$ cat src/rtl/ram_ctrl_pkg.sv
// Shared types and constants for the RAM access arbiter and its round-robin picker.
package ram_ctrl_pkg;

   typedef enum logic {
      CLEAR = 1'b0,
      ARB   = 1'b1
   } ctrlState_t;

   localparam logic RDWR_READ  = 1'b1;
   localparam logic RDWR_WRITE = 1'b0;

endpackage

$ cat src/rtl/rr_arb2.sv
// Two-way round-robin picker: one-hot grant from the eligible bits, with the
// registered pointer remembering which port won the most recent arbitration.
module rr_arb2 (
   input  logic       clk,
   input  logic       rst,
   input  logic [1:0] eligible,
   input  logic       advance,
   output logic [1:0] grant,
   output logic       lastGnt
);

   always_comb begin
      grant = 2'b00;
      case (eligible)
         2'b01:   grant = 2'b01;
         2'b10:   grant = 2'b10;
         2'b11:   grant = lastGnt ? 2'b01 : 2'b10;
         default: grant = 2'b00;
      endcase
   end

   // Pointer resets to "port 1 went last" so port 0 wins the first contest.
   always_ff @(posedge clk) begin
      if (!rst)
         lastGnt <= 1'b1;
      else if (advance && |eligible)
         lastGnt <= grant[1];
   end

endmodule

$ cat src/rtl/ram_access_arbiter.sv
// Round-robin sequencer sharing one async-read single-port RAM between two
// requesters, with an optional zero-fill of the RAM after reset.
module ram_access_arbiter
   import ram_ctrl_pkg::*;
#(
   parameter int          ADDRESS_SIZE   = 20,
   parameter int          DATA_WIDTH     = 32,
   parameter bit          CLEAR_ON_RESET = 1'b1,
   parameter int unsigned CLEAR_LAST     = 2**ADDRESS_SIZE - 1
) (
   input  logic                    clk,
   input  logic                    rst,
   input  logic                    p0_req,
   input  logic                    p0_wr,
   input  logic [ADDRESS_SIZE-1:0] p0_addr,
   input  logic [DATA_WIDTH-1:0]   p0_wdata,
   output logic                    p0_gnt,
   output logic                    p0_rvalid,
   output logic [DATA_WIDTH-1:0]   p0_rdata,
   input  logic                    p1_req,
   input  logic                    p1_wr,
   input  logic [ADDRESS_SIZE-1:0] p1_addr,
   input  logic [DATA_WIDTH-1:0]   p1_wdata,
   output logic                    p1_gnt,
   output logic                    p1_rvalid,
   output logic [DATA_WIDTH-1:0]   p1_rdata,
   output logic [ADDRESS_SIZE-1:0] ram_addr,
   output logic [DATA_WIDTH-1:0]   ram_din,
   output logic                    ram_rdwr,
   input  logic [DATA_WIDTH-1:0]   ram_dout,
   output logic                    busy
);

   localparam logic [ADDRESS_SIZE-1:0] CLR_LAST_A = ADDRESS_SIZE'(CLEAR_LAST);

   ctrlState_t state, stateNxt;

   logic [1:0]                   req, wr, eligible, grant;
   logic [1:0][ADDRESS_SIZE-1:0] addr;
   logic [1:0][DATA_WIDTH-1:0]   wdata;
   logic                         win, lastGnt, advance;

   logic [1:0]                   gnt, gntNxt, rvalid, rvalidNxt;
   logic [1:0][DATA_WIDTH-1:0]   rdata, rdataNxt;
   logic                         rdPend, rdPendNxt;
   logic [ADDRESS_SIZE-1:0]      clrCnt, clrCntNxt, ramAddrNxt;
   logic                         clrDone, clrDoneNxt;
   logic [DATA_WIDTH-1:0]        ramDinNxt;
   logic                         ramRdwrNxt, busyNxt;

   assign req   = {p1_req, p0_req};
   assign wr    = {p1_wr, p0_wr};
   assign addr  = {p1_addr, p0_addr};
   assign wdata = {p1_wdata, p0_wdata};

   assign p0_gnt    = gnt[0];
   assign p1_gnt    = gnt[1];
   assign p0_rvalid = rvalid[0];
   assign p1_rvalid = rvalid[1];
   assign p0_rdata  = rdata[0];
   assign p1_rdata  = rdata[1];

   // The gnt-high cycle is the requester's window to drop or change its request.
   assign eligible = req & ~gnt;
   assign advance  = (state == ARB);
   assign win      = grant[1];

   rr_arb2 uArb (
      .clk      (clk),
      .rst      (rst),
      .eligible (eligible),
      .advance  (advance),
      .grant    (grant),
      .lastGnt  (lastGnt)
   );

   always_ff @(posedge clk) begin
      if (!rst)
         state <= CLEAR_ON_RESET ? CLEAR : ARB;
      else
         state <= stateNxt;
   end

   always_comb begin
      stateNxt = state;
      case (state)
         CLEAR:   stateNxt = clrDone ? ARB : CLEAR;
         default: stateNxt = ARB;
      endcase
   end

   always_comb begin
      gntNxt     = '0;
      rvalidNxt  = '0;
      rdataNxt   = rdata;
      rdPendNxt  = 1'b0;
      ramAddrNxt = ram_addr;
      ramDinNxt  = ram_din;
      ramRdwrNxt = RDWR_READ;
      busyNxt    = 1'b0;
      clrCntNxt  = clrCnt;
      clrDoneNxt = clrDone;

      // The pointer already names the port whose read is on the bus.
      if (rdPend) begin
         rvalidNxt[lastGnt] = 1'b1;
         rdataNxt[lastGnt]  = ram_dout;
      end

      case (state)
         CLEAR: begin
            if (!clrDone) begin
               busyNxt    = 1'b1;
               ramAddrNxt = clrCnt;
               ramDinNxt  = '0;
               ramRdwrNxt = RDWR_WRITE;
               clrCntNxt  = clrCnt + ADDRESS_SIZE'(1);
               clrDoneNxt = (clrCnt == CLR_LAST_A);
            end
         end
         default: begin
            if (|grant) begin
               gntNxt[win] = 1'b1;
               ramAddrNxt  = addr[win];
               if (wr[win]) begin
                  ramDinNxt  = wdata[win];
                  ramRdwrNxt = RDWR_WRITE;
               end else begin
                  rdPendNxt = 1'b1;
               end
            end
         end
      endcase
   end

   always_ff @(posedge clk) begin
      if (!rst) begin
         gnt      <= '0;
         rvalid   <= '0;
         rdata    <= '0;
         rdPend   <= 1'b0;
         ram_addr <= '0;
         ram_din  <= '0;
         ram_rdwr <= RDWR_READ;
         busy     <= CLEAR_ON_RESET;
         clrCnt   <= '0;
         clrDone  <= 1'b0;
      end else begin
         gnt      <= gntNxt;
         rvalid   <= rvalidNxt;
         rdata    <= rdataNxt;
         rdPend   <= rdPendNxt;
         ram_addr <= ramAddrNxt;
         ram_din  <= ramDinNxt;
         ram_rdwr <= ramRdwrNxt;
         busy     <= busyNxt;
         clrCnt   <= clrCntNxt;
         clrDone  <= clrDoneNxt;
      end
   end

endmodule
$ cat config.mk
export PLATFORM = sky130hd
export DESIGN_NAME = ram_access_arbiter
export DESIGN_NICKNAME = d
export VERILOG_FILES = /design/src/rtl/ram_ctrl_pkg.sv /design/src/rtl/rr_arb2.sv /design/src/rtl/ram_access_arbiter.sv
export SDC_FILE = /design/constraint.sdc
export NUM_CORES = 1
export LEC_CHECK = 0
export ABC_AREA = 0
export BUFFER_PORTS_ARGS = -buffer_cell sky130_fd_sc_hd__clkbuf_2
export CAP_MARGIN = 20
export CORE_UTILIZATION = 40
export DETAILED_ROUTE_END_ITERATION = 16
export HOLD_SLACK_MARGIN = 0.1
export PLACE_DENSITY = 0.7
export SLEW_MARGIN = 10
export SYNTH_ARGS = -nofsm -noshare
export SYNTH_HDL_FRONTEND = slang
export SYNTH_SLANG_ARGS = --single-unit
$ cat constraint.sdc
create_clock -name clk -period 2.3 [get_ports clk]
set_input_delay 0.345 -clock clk [delete_from_list [all_inputs] [get_ports clk]]
set_output_delay 0.345 -clock clk [all_outputs]
set_load 0.05 [all_outputs]
# ---- After elaboration in Yosys (flattened, before gate mapping)
# Index checks and enable logic that the tools add are counted.
# Widths: inputs -> output; s select.
dict set report classes {
  n_addsub 1
  bitwise_logic 4
  eq_ne 7
  reduce_logical 10
  order_cmp 4
  n_mux 30
}
# cell n
set ops {}
lappend ops {{$mux 32} 7}
lappend ops {{$mux 20} 5}
lappend ops {{$bwmux 64} 1}
lappend ops {{$demux 32 s1} 1}
lappend ops {{$add 20x1->20 const B} 1}
lappend ops {{$eq 20x20->1 const B} 1}
lappend ops {{$mux 1} 12}
lappend ops {{$pmux 2 s3} 1}
lappend ops {{$reduce_and 2->1} 3}
lappend ops {{$reduce_and 3->1} 2}
lappend ops {{$eq 2x2->1 const B} 2}
lappend ops {{$lt 1x2->1 const B} 2}
lappend ops {{$ne 2x1->1 const B} 2}
lappend ops {{$reduce_or 2->1} 2}
lappend ops {{$logic_and 1x1->1} 3}
lappend ops {{$and 2x2->2} 1}
lappend ops {{$demux 1 s1} 2}
lappend ops {{$eq 2x1->1 const B} 1}
lappend ops {{$ge 1x1->1 const B} 2}
lappend ops {{$mux 2} 1}
lappend ops {{$ne 2x2->1 const B} 1}
lappend ops {{$not 1->1} 2}
lappend ops {{$not 2->2} 1}
dict set report totals {
  reg_bits 146
}

# ---- Longest topological paths before layout
# Gate-level depths: netlist of the first run.
dict set report depth {
  word_depth 9
  mapped_depth 7
}

# ---- Cells and area by module
# Synthesis of the first run repeated with hierarchy kept, for this count alone.
dict set report unflattened {
  hier_cells 723
  area_unflattened_um2 6208.5
}
# mod seq_area_each_um2 instances cells_per_inst area_each_um2
set modules_own_cells {}
lappend modules_own_cells {ram_access_arbiter 2902.8 1 716 6149.6}
lappend modules_own_cells {rr_arb2 20.0 1 7 58.8}

# ---- Worst setup path after synthesis of the first run
# OpenSTA, ideal clock, no wires.
dict set report synth_timing {
  path_type {register to register}
  from {reg clrCnt[0]}
  to {reg clrCnt[14]}
  path_slack_ns 0.172
  stages_incl_launch_ff 7
  arrival_time_ns 2.058
  setup_ns 0.070
  synth_period_minus_slack_ns 2.128
  path_cell_list {dfxtp_1 -> ha_1 -> or3b_4 -> or4_1 -> buf_2 -> or3_1 -> a21oi_1}
}
dict set report synth_via {
  elab_chain_cells 1
}
# item line
set synth_lines {}
lappend synth_lines {{start, declared} ram_access_arbiter.sv:46} ;# logic [ADDRESS_SIZE-1:0] clrCnt, clrCntNxt, ramAddrNxt;
lappend synth_lines {{start signal, assigned} ram_access_arbiter.sv:157} ;# clrCnt <= clrCntNxt;
lappend synth_lines {{$add 20x1->20} ram_access_arbiter.sv:117} ;# clrCntNxt = clrCnt + ADDRESS_SIZE'(1);
# Every way passes these cells.
# A chain may end at the register's enable or synchronous reset.

# ---- Worst setup path in the final report of the first run
# Ends and elaborated chain as after synthesis.

==> impl_results.md, run 1 <==
- Number of core rows: 45
- Type of the worst min-delay path: in -> reg
- Core Area: 15,150 um2
- Clock skew: 0.005030 ns
- Pre-CTS WS: 0.1394 ns
- Synth unique cells: 40
- Via count of the first global-routing pass: 5,815
- Root Buffer: clkbuf_16
- Die Height: 126.3 um
- Setup ws final: 0.1594 ns
- Total gr overflow: 0
- Worst EP required: 2.64 ns
- Leakage: 3.658 nW
- Post-CTS setup buffer count: 0
- Synth Cell Area: 6180 um2
- N_diodes: 0
- Cts repair resizes: 0
- Die width: 126.3 um
- Cts hold-fix bufs: 0
- Yosys warning count: 0
- Layout cell share with drive strength beyond 1: 32.19%
- Peak Freq: 0.4672 GHz
- WL final: 18,590 um
- RSZ-0062 raised after global routing: false
- Critical path type: reg -> reg
- Final Instance Area: 8308 um2
- GRT Overall Usage: 22.95%
- Critical path fanouts, max: 8
- Critical path arrival: 2.48 ns
- DIE AREA: 15,950 um2
- Layout overhead on the synthesized area: 34.44%
- DRT iter0 DRCs: 371
- Syn Inst Count: 772
- Top post-synthesis cells by area: dfxtp_1 (47%), nand2_1 (11%), a21oi_1 (8.3%)
- # setup viols final: 0
- Status: completed
- Max Cap Viol: 0
- Most common cell in the netlist: nand2_1
- Clk network pwr share: 49.5%
- Sequential Power Share: 45.3%
- Syn_area_per_cell: 8.005 um2
- Total clock sinks: 146
- Final hold violations: 0
- DR pass1 iterations: 5
- Pwr dens: 676.2 nW/um2
- RePlAce Congestion: 0.8036
- Yosys reg bits: 146
- Area occupied by multi-input gates: 2992 um2
- Share of the synthesized area in the top cell type: 47.30%
- Ys flop type: dfxtp_1
- Worst slew margin: 45.78%
- CTS H-tree depth: 4
- Initial antenna violation count: 0
- EDFF count, synth: 0
- First-pass GRT wire length: 29,170 um
- Mapped Nets: 915
- Worst-path clk slew: 0.06 ns
- Register Area: 2924 um2
- Clock Latency Late Sink: 0.41 ns
- Critical path's slowest cell: or4_4
- CP cell instances: ha_1, or3b_4, or4_4, or3_1, a21oi_1
- Worst-Margin Slew: 0.8079 ns
- Layout Nets: 1,152
- Post-route ant nets: 0
- CP Capture Type: register
- Yosys top cell by area: dfxtp_1
- Routed len/inst: 15.36 um
- Sw power: 1.201 mW
- I/O Buffers: 263
- Final worst-path cycle share: 93.07%
- Final slew viol count: 0
- Vias: 6,383
- Crit path launch type: register
- Initial Util: 40.80%
- Dpl hpwl: 12,670 um
- Ports: 264
- DP Area: 7709 um2
- Worst vdd ir: 491.7 uV
- Clock buffer count from CTS: 17
- Vias/cell: 5.275
- Internal power: 4.417 mW
- Post-synthesis async set-or-reset flop share: 0%
- CTS tree: built
- Final worst path period need: 2.141 ns
- Maximum clock path buffer count: 2
- DRC: 0
- Largest net degree at the start of global routing: 62
- Most frequent cells after synthesis: nand2_1 (180), dfxtp_1 (146), a21oi_1 (103), nand3_1 (61), clkbuf_1 (58)
- Net Sw Frac: 21.38%
- Comb power frac: 5.2%
- Register area share after synthesis: 47.30%
- Fin Hold WS: 0.1649 ns
- Fillers: 1,488
- Total negative slack: 0 ns
- CP max stage delay: 0.59 ns
==> placed cells by master, fill, tap and decap left out, drive strengths merged, types with 4 or more instances in the layout <==
master / synthesis / final
a21oi: 103 / 103
a2bb2oi: 7 / 7
a311oi: 13 / 13
a31oi: 32 / 32
buf: 12 / 25
clkbuf: 58 / 284
clkinv: 0 / 7
dfxtp: 146 / 146
inv: 5 / 4
mux2i: 41 / 41
nand2: 180 / 180
nand3: 61 / 61
nand4: 6 / 6
nor2: 16 / 16
nor3: 17 / 17
o21ai: 21 / 21
o22ai: 7 / 7
or3: 6 / 6
xnor2: 6 / 6
xor2: 5 / 5
==> area by class of cell <==
class                   count  share of cell area [%]
inverters                   5                  0.2410
clock inverters            11                   1.627
flip-flops and latches    146                   35.20
multi-input cells         551                   36.01
well taps                 188                   2.831
clock buffers              21                   5.542
repair buffers            288                   18.55
==> metrics by stage <==
step	cells	total power, mW	utilization [%]
after floorplan	772	2.710	-
after global placement	1178	2.891	50.90
final	1210	5.618	54.85
after detailed placement	1178	2.890	50.90
after global routing	1210	5.790	54.85
after CTS	1210	5.667	54.83
==> cells by family after synthesis <==
| family | after synthesis | share of synthesized area (%) |
|---|---|---|
| muxes | 41 | 6.641 |
| DFF | 146 | 47.30 |
| AOI/OAI and AO/OA | 189 | 17.59 |
| and+or+nand+nor | 309 | 22.07 |
| adders and majority gates | 1 | 0.2024 |
| xor gates and xnor gates | 11 | 1.559 |
| buffers and inverters | 75 | 4.636 |
==> routing by layer <==
metal,global-route usage [%],share of wire [%],vias up
met5,0,0,-
met4,11.84,3.7,0
met3,5.609,5.1,48
met2,37.11,47,207
met1,28.41,44,2963
li1,-,-,3165
==> power by group through the flow <==
stage / combinational [mW] / clock [mW] / sequential (mW)
detailed placement: 0.292 / 0 / 2.60
floorplan: 0.0979 / 0 / 2.61
finish: 0.292 / 2.78 / 2.54
global route: 0.317 / 2.93 / 2.54
global placement: 0.293 / 0 / 2.60
CTS: 0.292 / 2.83 / 2.54
==> worst max-delay path, delay by kind of cell, from the launching register on <==
family / cells / cell delay [ns]
flip-flops: 1 / 0.33
AND/OR/NAND/NOR: 3 / 1.38
AO/OA/AOI/OAI: 1 / 0.16
adder cells (fa/ha/maj): 1 / 0.19
==> sequential cells by signal, indices dropped and copies added (netlist names) <==
name          flops
clrCnt           20
uArb.lastGnt      1
p1_rdata         32
advance           1
p0_rdata         32
clrDone           1
busy              1
ram_din          32
rvalid            2
gnt               2
ram_rdwr          1
ram_addr         20
rdPend            1
==> final timing paths <==
path | from | endpoint | slack [ns] | cells past startpoint
setup / recovery | clrCnt[0] | clrCnt[14] | 0.16 | 5
hold reg to reg | p1_rdata[11] | p1_rdata[11] | 0.45 | 2
hold / removal | ram_dout[21] | p1_rdata[21] | 0.16 | 3
setup reg to reg | clrCnt[0] | clrCnt[14] | 0.16 | 5
Note: power is estimated with default switching activity, not from simulation.
==> inputs of run 2 (changes only) <==
Settings changed: CORE_UTILIZATION 40 to 43, PLACE_DENSITY 0.7 to 0.74.
==> run 2 against run 1 <==
Compared with the run above: maximum frequency is 2.9% lower; sequential share of layout area up 0.080 points; cell area is 0.23% lower; highest routed layer unchanged; largest power group unchanged; total power is 0.43% lower; combinational power shrank 1%; utilization rose by 4.6 points; critical path depth unchanged; via count grew 0.60%; register-to-register slack lost 0.06 ns; sequential power about the same; wire length is 1.5% lower; non-clock buffer count rose by 1.
==> impl_results.md, run 2 (same netlist as run 1, synthesis figures left out) <==
- Vias: 6,421 (+0.60%)
- Dpl cells: 1,171 (-0.59%)
- Leading cell types in the layout, fill and taps excluded: clkbuf_2 (263), nand2_1 (180), dfxtp_1 (145)
- Area occupied by multi-input gates: 2990 um2 (about the same)
- Worst-path clk slew: 0.06 ns (about the same)
- Critical path arrival: 2.55 ns (+0.07 ns)
- Cts hold-fix bufs: 0 (unchanged)
- Pwr dens: 674.9 nW/um2 (-0.21%)
- WL final: 18,310 um (-1.5%)
- Initial Util: 44.35% (+3.5 points)
- Number of core rows: 43 (-4.4%)
- Initial antenna violation count: 0 (unchanged)
- Type of the worst min-delay path: in -> reg
- Layout cell share with drive strength beyond 1: 32.26% (+0.066 points)
- Max Cap Viol: 0 (unchanged)
- CTS H-tree depth: 4 (unchanged)
- Largest net degree at the start of global routing: 78 (+26%)
- Hold Path End: p0_rdata[9]
- Leakage: 3.643 nW (-0.41%)
- DP Area: 7691 um2 (-0.23%)
- DRC: 0 (unchanged)
- Worst slew margin: 29.19% (-17 points)
- Layout overhead on the synthesized area: 34.14%
- Layout Nets: 1,153 (+0.087%)
- HP Start: ram_dout[9]
- Core Area: 13,930 um2 (-8.0%)
- I/O Buffers: 263 (unchanged)
- Total clock sinks: 146 (unchanged)
- DRT iter0 DRCs: 388 (+4.6%)
- RSZ-0062 raised after global routing: false
- Die width: 121.9 um (-3.5%)
- First-pass GRT wire length: 27,990 um (-4.0%)
- Via count of the first global-routing pass: 5,718 (-1.7%)
- Fillers: 1,301 (-13%)
- Worst-Margin Slew: 1.061 ns (+0.2530 ns)
- Hold depth: 3 (unchanged)
- Worst R2R Setup Slack: 0.1 ns (-0.06 ns)
- Total negative slack: 0 ns (unchanged)
- Worst EP required: 2.65 ns (about the same)
- GRT Overall Usage: 23.97% (+1.0 points)
- Critical path fanouts, max: 8 (unchanged)
- Final Instance Area: 8289 um2 (-0.23%)
- Final hold violations: 0 (unchanged)
- Die Height: 121.9 um (-3.5%)
- Status: completed
- Root Buffer: clkbuf_16
- Reg2reg start: clrCnt[1]
- Maximum clock path buffer count: 2 (unchanged)
- DR pass1 iterations: 6 (+1)
- Clock skew: 0.008789 ns (+0.003759 ns)
- Routed len/inst: 15.22 um (-0.91%)
- Register Area: 2924 um2 (unchanged)
- # setup viols final: 0 (unchanged)
- Vias/cell: 5.337 (+1.2%)
- Total power: 5.594 mW (-0.43%)
- Total gr overflow: 0 (unchanged)
- Dpl hpwl: 12,610 um (-0.48%)
- Critical path type: reg -> reg
- Worst vdd ir: 509.3 uV (+3.6%)
- RePlAce Congestion: 0.8541 (+6.3%)
- Commonest non-fill, non-tap cell in the layout: clkbuf_2
- DIE AREA: 14,850 um2 (-6.9%)
- Post-route ant nets: 0 (unchanged)
- Core Util, Final: 59.49% (+4.6 points)
- Ports: 264 (unchanged)
- Clock buffer count from CTS: 17 (unchanged)
- Worst Reg-to-Reg Cells: 5 (unchanged)
- Clock Latency Late Sink: 0.41 ns (about the same)
- Peak Freq: 0.4535 GHz (-2.9%)
- Crit path launch type: register
- Final slew viol count: 0 (unchanged)
- Worst reg2reg path endpoint: clrCnt[16]
- CP Capture Type: register
- N_diodes: 0 (unchanged)
- Final worst path period need: 2.205 ns (+0.06428 ns)
- CTS tree: built
- Non-filler instance count after layout: 1,203 (-0.58%)
- Final worst-path cycle share: 95.86% (+2.8 points)
[run 2: worst max-delay path by stage]
| stage | from | endpoint | slack [ns] | cells past startpoint |
|---|---|---|---|---|
| global placement | clrCnt[1] | clrCnt[16] | 0.12 | 5 |
| global route | clrCnt[1] | clrCnt[16] | 0.01 | 5 |
| detailed placement | clrCnt[1] | clrCnt[16] | 0.05 | 5 |
| finish | clrCnt[1] | clrCnt[16] | 0.1 | 5 |
| CTS | clrCnt[1] | clrCnt[16] | 0.03 | 5 |
| floorplan | clrCnt[0] | clrCnt[14] | 0.17 | 6 |
[run 2: layout make-up]
class	count	share of cell area, %
Clock buffer	18	5.177
Clock inverter	14	1.992
Inverter	5	0.2264
Multi-Input combinational cell	551	36.08
Sequential cell	146	35.28
Tap cell	180	2.717
Timing Repair Buffer	289	18.54
[run 2: worst max-delay path, cell delays in order (launching register included)]
cell,delay (ns)
dfxtp_1,0.38
ha_1,0.22
or3b_4,0.43
or4_4,0.59
or3_1,0.37
a21oi_1,0.14
[run 2: report_power, final]
group	internal [mW]	leakage, nW	switching, mW	total, mW
clock network	1.70	0.278	1.06	2.76
registers	2.54	1.18	0.00643	2.54
logic	0.127	2.19	0.162	0.288
total	4.36	3.64	1.23	5.59
[run 2: per-layer routing]
layer  track usage, %  part of all wire [%]  up-vias  wire [um]
met3            6.086                   6.4       39       1176
met2            39.87                    48      236       8785
met1            29.13                    43     2966       7854
met5                0                     0        -          0
li1                 -                     -     3180          -
met4            10.42                   2.7        0        493
[run 2: timing repair]
action,in CTS,in global routing
buffers inserted,0,0
setup endpoints to repair,0,4
gates resized for setup,0,1
[run 2: stage by stage]
stage | worst slack [ns] | hold WS [ns]
floorplan | 0.1716 | 0.4270
global placement | 0.1206 | 0.4413
detailed placement | 0.05042 | 0.4458
CTS | 0.02747 | 0.1437
global route | 0.01011 | 0.1454
finish | 0.09516 | 0.1627
